**config.mk**
```make
export PLATFORM = sky130hd
export DESIGN_NAME = rast_tri_sched
export DESIGN_NICKNAME = d
export VERILOG_FILES = /design/src/rtl/rast_tri_sched.sv
export SDC_FILE = /design/constraint.sdc
export NUM_CORES = 1
export LEC_CHECK = 0
export CAP_MARGIN = 15
export CORE_AREA = 4 4 388 390
export DETAILED_ROUTE_END_ITERATION = 10
export DIE_AREA = 0 0 392 394
export DONT_BUFFER_PORTS = 1
export GPL_TIMING_DRIVEN = 0
export HOLD_SLACK_MARGIN = 0.03
export PLACE_DENSITY = 0.3
export SLEW_MARGIN = 40
export SYNTH_ARGS = -nofsm -noshare
export SYNTH_HDL_FRONTEND = slang
export SYNTH_SLANG_ARGS = --single-unit
```
**constraint.sdc**
```tcl
create_clock -name clk -period 18.3 [get_ports clk]
set_input_delay 3.66 -clock clk [delete_from_list [all_inputs] [get_ports clk]]
set_output_delay 3.66 -clock clk [all_outputs]
set_load 0.02 [all_outputs]
```
**src/rtl/rast_tri_sched.sv**
```systemverilog
// rast_tri_sched: round-robin triangle arbiter feeding the rast R10 input, with drain-before-config.
module rast_tri_sched #(
  parameter int SIGFIG = 24,
  parameter int VERTS = 3,
  parameter int AXIS = 3,
  parameter int COLORS = 3,
  parameter int REQS = 2,
  parameter int DRAIN_CYC = 8,
  parameter logic [3:0] RST_SUBSAMPLE = 4'b1000
) (
  input  logic clk,
  input  logic rst,
  input  logic signed [REQS-1:0][VERTS-1:0][AXIS-1:0][SIGFIG-1:0] req_tri_S,
  input  logic [REQS-1:0][COLORS-1:0][SIGFIG-1:0] req_color_U,
  input  logic [REQS-1:0] req_valid_H,
  output logic [REQS-1:0] req_ready_H,
  input  logic signed [1:0][SIGFIG-1:0] cfg_screen_S,
  input  logic [3:0] cfg_subSample_U,
  input  logic cfg_valid_H,
  output logic cfg_ready_H,
  input  logic halt_RnnnnL,
  output logic signed [VERTS-1:0][AXIS-1:0][SIGFIG-1:0] tri_R10S,
  output logic [COLORS-1:0][SIGFIG-1:0] color_R10U,
  output logic validTri_R10H,
  output logic signed [1:0][SIGFIG-1:0] screen_RnnnnS,
  output logic [3:0] subSample_RnnnnU,
  output logic busy_H,
  output logic [31:0] tri_count_U
);
  localparam int PW = $clog2(REQS);
  localparam int DW = $clog2(DRAIN_CYC + 1);
  typedef enum logic [1:0] {RUN, DRAIN, APPLY} state_t;
  state_t state, nstate;
  logic [PW-1:0] ptr, gidx, j;
  logic [DW-1:0] dcnt;
  logic found, accept, free, xfer;
  assign accept = validTri_R10H & halt_RnnnnL;
  assign free = ~validTri_R10H | halt_RnnnnL;
  always_comb begin
    gidx = '0;
    j = '0;
    found = 1'b0;
    for (int k = 0; k < REQS; k++) begin
      j = PW'((int'(ptr) + k) % REQS);
      if (!found && req_valid_H[j]) begin
        found = 1'b1;
        gidx = j;
      end
    end
  end
  assign xfer = found & free & (state == RUN) & ~cfg_valid_H;
  assign req_ready_H = xfer ? REQS'(1) << gidx : '0;
  assign cfg_ready_H = state == APPLY;
  assign busy_H = validTri_R10H | (state != RUN);
  always_ff @(posedge clk or posedge rst)
    if (rst) state <= RUN;
    else state <= nstate;
  always_comb begin
    nstate = state;
    nstate = state == RUN ? (cfg_valid_H ? DRAIN : RUN) :
             state == DRAIN ? ((halt_RnnnnL && !validTri_R10H && dcnt == DW'(1)) ? APPLY : DRAIN) : RUN;
  end
  // dcnt counts down consecutive empty halt-high cycles; any stall or occupancy restarts it
  always_ff @(posedge clk or posedge rst) begin
    if (rst) begin
      validTri_R10H <= 1'b0;
      tri_R10S <= '0;
      color_R10U <= '0;
      ptr <= '0;
      dcnt <= DW'(DRAIN_CYC);
      screen_RnnnnS <= '0;
      subSample_RnnnnU <= RST_SUBSAMPLE;
      tri_count_U <= '0;
    end else begin
      if (xfer) begin
        tri_R10S <= req_tri_S[gidx];
        color_R10U <= req_color_U[gidx];
        validTri_R10H <= 1'b1;
        ptr <= (int'(gidx) == REQS - 1) ? '0 : gidx + PW'(1);
      end else if (accept) validTri_R10H <= 1'b0;
      if (accept) tri_count_U <= tri_count_U + 32'd1;
      dcnt <= (state != DRAIN || !halt_RnnnnL || validTri_R10H || dcnt == DW'(1)) ? DW'(DRAIN_CYC) : dcnt - DW'(1);
      if (state == APPLY) begin
        screen_RnnnnS <= cfg_screen_S;
        subSample_RnnnnU <= cfg_subSample_U;
      end
    end
  end
endmodule

```
==> flow_metrics.tcl <==
set metrics [dict create \
    synth_ff_type "dfrtp_1" \
    numCtsBuffers 50 \
    cp_num_cells 6 \
    crit_path_end_kind "primary output" \
    cts_tree "built" \
    cts_resized 0 \
    hold_violations 0 \
    antenna_left 0 \
    ys_types 32 \
    synth_warnings 0 \
    cts_root_buffer "clkbuf_16" \
    grt_pass1_vias 13306 \
    critPathSlowestCell "buf_2" \
    cp_cell_sequence "inv_1 -> o21ai_1 -> buf_2 -> buf_2 -> buf_2 -> and2_1" \
    rrSetupSlack_ns 15.10 \
    worstMarginPinSlew_ns 0.910 \
    skew_ns 0.0151 \
    fp.coreArea_sq_um 147000 \
    synth_nets 2163 \
    cp_data_required_time_ns 14.64 \
    path_buf_inv 4 \
    maxSlewHeadroom_pct 39.3 \
    clock_latency_ns 0.63 \
    setup_viol 0 \
    p_leak_uw 0.00989 \
    grt_max_degree 75 \
    cts_setup_buffers 0 \
    placementRows 141 \
    drt_iter0_markers 709 \
    ioPinCount 1011 \
    r2r-start "ptr" \
    grt_setup_unrepaired "no" \
    synthSimpleGateAreaFrac_pct 9.05 \
    synth_compound_area_share_pct 8.59 \
    grt_overflow 0 \
    holdCritPathClass "reg -> reg" \
    post-route-drc-count 0 \
    synth_top_family_by_area "multiplexers" \
    finalCriticalPeriod_ns 9.36 \
    dp_hpwl_mm 77.5 \
    min-delay-start "state[1]" \
    floorplan.initialDensity_pct 11.5 \
    track_usage_pct 11.3 \
    worstSetupPathType "in -> out" \
    drive_above_1_share_pct 13.3 \
    hold_path_depth 1 \
    powerDensity_nw_per_um2 174 \
    status "finished, final reports clean" \
    drv_cap 0 \
    antenna_found_initial 23 \
    routedWlPerCell_um 25.9 \
    portBuffers 0 \
    clock.fmax_ghz 0.107 \
    syn_area_sq_um 16900 \
    multi_input_area_sq_um 6820 \
    irDropWorstVdd_mv 0.0570 \
    path_delay_family "buffers and inverters" \
    start_kind "primary input" \
    synthArstFlopShare_pct 100 \
    die_w_um 392 \
    synthMuxAreaShare_pct 20.6 \
    synth_seq_area_share_pct 56.2 \
    r2r-end "color_R10U[9]" \
    netlist_instances 1526 \
    crit_fanout 10 \
    post-route-period-util_pct 51.1 \
    place.gp.congestion 0.890 \
    viasPerCell 3.48 \
    clk_pin_slew_worst_paths_ns 0.06 \
    dieArea_sq_um 154000 \
    cts_num_sinks 380 \
    syn_avg_cell_area_sq_um 11.1 \
    slew_viol_final 0 \
    cp_slowest_stage_delay_ns 0.49 \
    crit_top_cell "buf_2" \
    vias 12414 \
    clock_path_buffers 3 \
    hold-worst-slack_ns 0.476 \
    synth_xor_area_share_pct 1.71 \
    postCtsHoldBufs 0 \
    crit_arrival_ns 5.70 \
    seq_area_sq_um 9510 \
    firstDrtPassIters 5 \
    fp.dieH_um 394 \
    fill_cells 16495 \
    synthAdderAreaFrac_pct 0.222 \
    grt_pass1_wl_mm 120 \
    ys_ff_latch 380 \
    drt_wl_total_mm 92.3 \
    synth_edf_count 0 \
    hold_end "state[0]" \
    syn2layout_area_growth_pct 26.6 \
    nNetsFinal 2226 \
    tns_ns 0 \
    reg2regPathDepth 6 \
    cts_max_level 2 \
]
[placed cells by master, fill, tap and decap left out, types with 5 or more instances in the layout]
master	n
nand4_1	15
o21ai_1	221
diode_2	6
dfrtp_1	378
buf_2	7
mux2i_1	288
xnor2_1	30
clkinv_2	8
buf_6	27
clkbuf_2	30
clkinvlp_4	5
clkbuf_16	51
clkbuf_1	46
nand3_1	15
buf_16	9
clkbuf_8	8
o21ai_0	68
nand2_1	300
mux2_2	53
nor2_1	15
bufinv_16	7
[where the power goes]
| part | internal [uW] | leakage [uW] | total [uW] | switching [uW] |
|---|---|---|---|---|
| Sequential | 1180 | 0.00489 | 2010 | 833 |
| Clock | 642 | 0.000843 | 1060 | 415 |
| Combinational | 263 | 0.00416 | 656 | 393 |
[Yosys cell counts (6+ instances only)]
cell | count | share of area (%)
dfrtp_1 | 378 | 56
nand4_1 | 15 | 0.55
xnor2_1 | 30 | 1.6
buf_6 | 26 | 1.7
clkbuf_2 | 10 | 0.30
mux2_2 | 53 | 3.5
o21ai_1 | 221 | 6.5
nand3_1 | 15 | 0.44
nor2_1 | 15 | 0.33
buf_2 | 6 | 0.18
nand2_1 | 300 | 6.7
o21ai_0 | 68 | 2.0
mux2i_1 | 288 | 17
clkbuf_1 | 55 | 1.2
[how the worst max path moves through the flow]
| stage | startpoint | end | slack [ns] |
|---|---|---|---|
| 6_report | req_valid_H[0] | req_ready_H[0] | 8.94 |
| 3_5_place_dp | req_valid_H[0] | req_ready_H[0] | 8.73 |
| 5_1_grt | req_valid_H[0] | req_ready_H[0] | 8.71 |
| 4_1_cts | req_valid_H[0] | req_ready_H[0] | 8.72 |
| 3_3_place_gp | rst | color_R10U[31] | -1.24 |
| 2_1_floorplan | rst | color_R10U[0] | 4.09 |
[cell families after synthesis]
group / Yosys count
flip-flops: 380
AND/OR/NAND/NOR: 372
multiplexers: 341
AO/OA/AOI/OAI: 290
adder cells (fa/ha/maj): 3
buffers and inverters: 107
XOR/XNOR: 33
[area by class of cell]
type	count	share of cell area, %
clock inverter	22	1.48
timing repair buffer	11	1.24
sequential	380	44.4
clock buffer	69	6.65
multi-input combinational	1039	31.8
buffer	102	2.92
antenna	6	0.0701
tap	1930	11.3
inverter	5	0.123
[sequential cells by signal, summed over array words and instances, names as in the netlist]
signal	cells
tri_count_U	32
tri_R10S	216
ptr	1
subSample_RnnnnU	4
dcnt	4
validTri_R10H	1
color_R10U	72
state	2
screen_RnnnnS	48
[metal layers]
layer / part of all wire [%] / track usage (%)
met5: 0.040 / 0
met4: 2.3 / 2.76
met3: 6.7 / 2.45
met2: 50 / 20.2
met1: 41 / 13.7
[metrics by stage]
step | power (uW) | utilization [%] | setup slack (ns) | std cells | cell area, sq um
floorplan | 2260 | - | 4.09 | 1526 | 16900
global placement | 2720 | 13.1 | -1.24 | 3456 | 19300
detailed placement | 2740 | 13.3 | 8.73 | 3465 | 19600
CTS | 3830 | 14.5 | 8.72 | 3556 | 21400
global route | 3940 | 14.6 | 8.71 | 3562 | 21400
finish | 3730 | 14.6 | 8.94 | 3564 | 21400
(Power assumes the default switching activity.)
==> edit, RTL diff (same settings) <==
Register the inputs `cfg_screen_S`, `cfg_subSample_U` and `cfg_valid_H` before use. The logic sees them one clock later. The other inputs are not delayed to match.
--- a/src/rtl/rast_tri_sched.sv
+++ b/src/rtl/rast_tri_sched.sv
@@ -31,4 +31,15 @@
   localparam int DW = $clog2(DRAIN_CYC + 1);
   typedef enum logic [1:0] {RUN, DRAIN, APPLY} state_t;
+
+  logic signed [1:0][SIGFIG-1:0] cfg_screen_S_q;
+  logic [3:0] cfg_subSample_U_q;
+  logic cfg_valid_H_q;
+
+  always_ff @(posedge clk) begin
+    cfg_screen_S_q    <= cfg_screen_S;
+    cfg_subSample_U_q <= cfg_subSample_U;
+    cfg_valid_H_q     <= cfg_valid_H;
+  end
+
   state_t state, nstate;
   logic [PW-1:0] ptr, gidx, j;
@@ -49,5 +60,5 @@
     end
   end
-  assign xfer = found & free & (state == RUN) & ~cfg_valid_H;
+  assign xfer = found & free & (state == RUN) & ~cfg_valid_H_q;
   assign req_ready_H = xfer ? REQS'(1) << gidx : '0;
   assign cfg_ready_H = state == APPLY;
@@ -58,5 +69,5 @@
   always_comb begin
     nstate = state;
-    nstate = state == RUN ? (cfg_valid_H ? DRAIN : RUN) :
+    nstate = state == RUN ? (cfg_valid_H_q ? DRAIN : RUN) :
              state == DRAIN ? ((halt_RnnnnL && !validTri_R10H && dcnt == DW'(1)) ? APPLY : DRAIN) : RUN;
   end
@@ -82,6 +93,6 @@
       dcnt <= (state != DRAIN || !halt_RnnnnL || validTri_R10H || dcnt == DW'(1)) ? DW'(DRAIN_CYC) : dcnt - DW'(1);
       if (state == APPLY) begin
-        screen_RnnnnS <= cfg_screen_S;
-        subSample_RnnnnU <= cfg_subSample_U;
+        screen_RnnnnS <= cfg_screen_S_q;
+        subSample_RnnnnU <= cfg_subSample_U_q;
       end
     end
Formal check against the unedited RTL: not equivalent (Yosys sat finds a counterexample within 4 cycles, from zero or initial values and one cycle with rst high).
==> edit against the original RTL <==
- worst hold slack got worse by 0.019 ns
- routed wire length decreased by 9.6%
- sequential cell count increased by 53
- total power increased by 0.48%
- final area increased by 5.0%
- worst setup slack got worse by 0.044 ns
- non-clock buffer count decreased by 3
- sequential share of layout area increased by 2.6 points
- maximum frequency decreased by 0.46%
- synthesized area increased by 6.2%
- largest power group unchanged
==> edit: results (changes against the original RTL) <==
reg-to-reg setup timing slack: 15.28 ns (+0.18 ns)
clock latency on the worst-skew pair: 0.65 ns (+0.02 ns)
number of clock buffers inserted by TritonCTS: 54 (+8.0%)
number of antenna violations at the first check in global routing: 21 (-8.7%)
critical path's largest stage delay: 0.55 ns (+0.06 ns)
net count after synthesis: 2216 (+2.5%)
fin nets: 2280 (+2.4%)
cell count after synthesis: 1579 (+3.5%)
leading cell types by total area after synthesis: dfrtp_1, mux2i_1, nand2_1
DPL Wire Length: 68.7 mm (-11%)
met2 track demand over resource in global routing: 18.5% (-1.8 points)
pin slew with the least headroom to its limit: 0.875 ns (-0.0354 ns)
run status: complete, no violations
net switching share of the total power: 41.2% (-2.9 points)
number of filler cells placed in the layout: 16468 (-0.16%)
Vias per Instance: 3.44 (-1.3%)
largest fanout of any net on the critical path: 11 (+1)
global routing usage summed across all routing layers: 10.3% (-1.0 points)
final standard cell count with taps included and fillers excluded: 3628 (+1.8%)
power of the combinational group: 0.589 mW (-10%)
worst reg2reg path endpoint: tri_R10S[137]
XOR/XNOR share of the synthesized area: 1.61% (-0.10 points)
wire length on met1: 31.4 mm (-16%)
length of routed met2 wiring: 42.5 mm (-8.6%)
largest registers: tri_R10S: 216 flops, color_R10U: 72 flops
arithmetic-cell share of the synthesized area counting full adders, half adders and majority gates: 0.209% (-0.013 points)
grt met1 use: 11.4% (-2.4 points)
most common library cells after synthesis: dfrtp_1, nand2_1, mux2i_1
global placer's final weighted congestion: 0.828 (-7.0%)
CTS HTree Levels: 2 (unchanged)
post-synthesis mux area share: 19.4% (-1.2 points)
wire length of the first global-routing pass: 112 mm (-6.5%)
Hold WS: 0.457 ns (-0.0188 ns)
met3 track utilization from global routing: 3.03% (+0.58 points)
maximum number of pins on one net before global-route repair: 72 (-4.0%)
CP arrival: 5.74 ns (+0.04 ns)
worst setup path endpoint: req_ready_H[0]
Setup Skew: 0.0271 ns (+0.0120 ns)
wire length per cell: 23.0 um (-11%)
hold worst-path end: screen_RnnnnS[44]
met3 wire length: 6.29 mm (+2.1%)
Pre-Repair DR Iteration Count: 4 (-1)
LEAKAGE: 10.3 nW (+3.8%)
via count of the first global-routing pass: 13749 (+3.3%)
## edit: cell types whose count changed in the layout (fill, tap and decap cells not counted), sizes merged, moves of 5 or more
cell    delta
dfxtp     +53
xor2       +5
diode      +9
xnor2      -5
clkbuf     +9
## edit: stage by stage
stage	setup WS [ns]	instance area (um^2)	total power, mW	util, %	TNS (ns)
after global placement	-1.19	20400	2.67	13.9	-389.35
final	8.90	22500	3.75	15.3	0
after floorplan	4.09	18000	2.32	-	0
after CTS	8.63	22400	3.84	15.2	0
after detailed placement	8.63	20600	2.69	14.0	0
after global routing	8.63	22500	3.97	15.3	0
## edit: layout make-up
cell class / instances / area [um^2] / area share (%)
clock buffers: 79 / 1550 / 6.87
multi-input cells: 1038 / 6820 / 30.3
plain buffers: 102 / 609 / 2.71
flip-flops and latches: 433 / 10600 / 47.0
repair buffers: 8 / 178 / 0.790
clock inverters: 17 / 282 / 1.25
diodes: 15 / 37.5 / 0.167
inverters: 6 / 30.0 / 0.134
well taps: 1930 / 2410 / 10.7
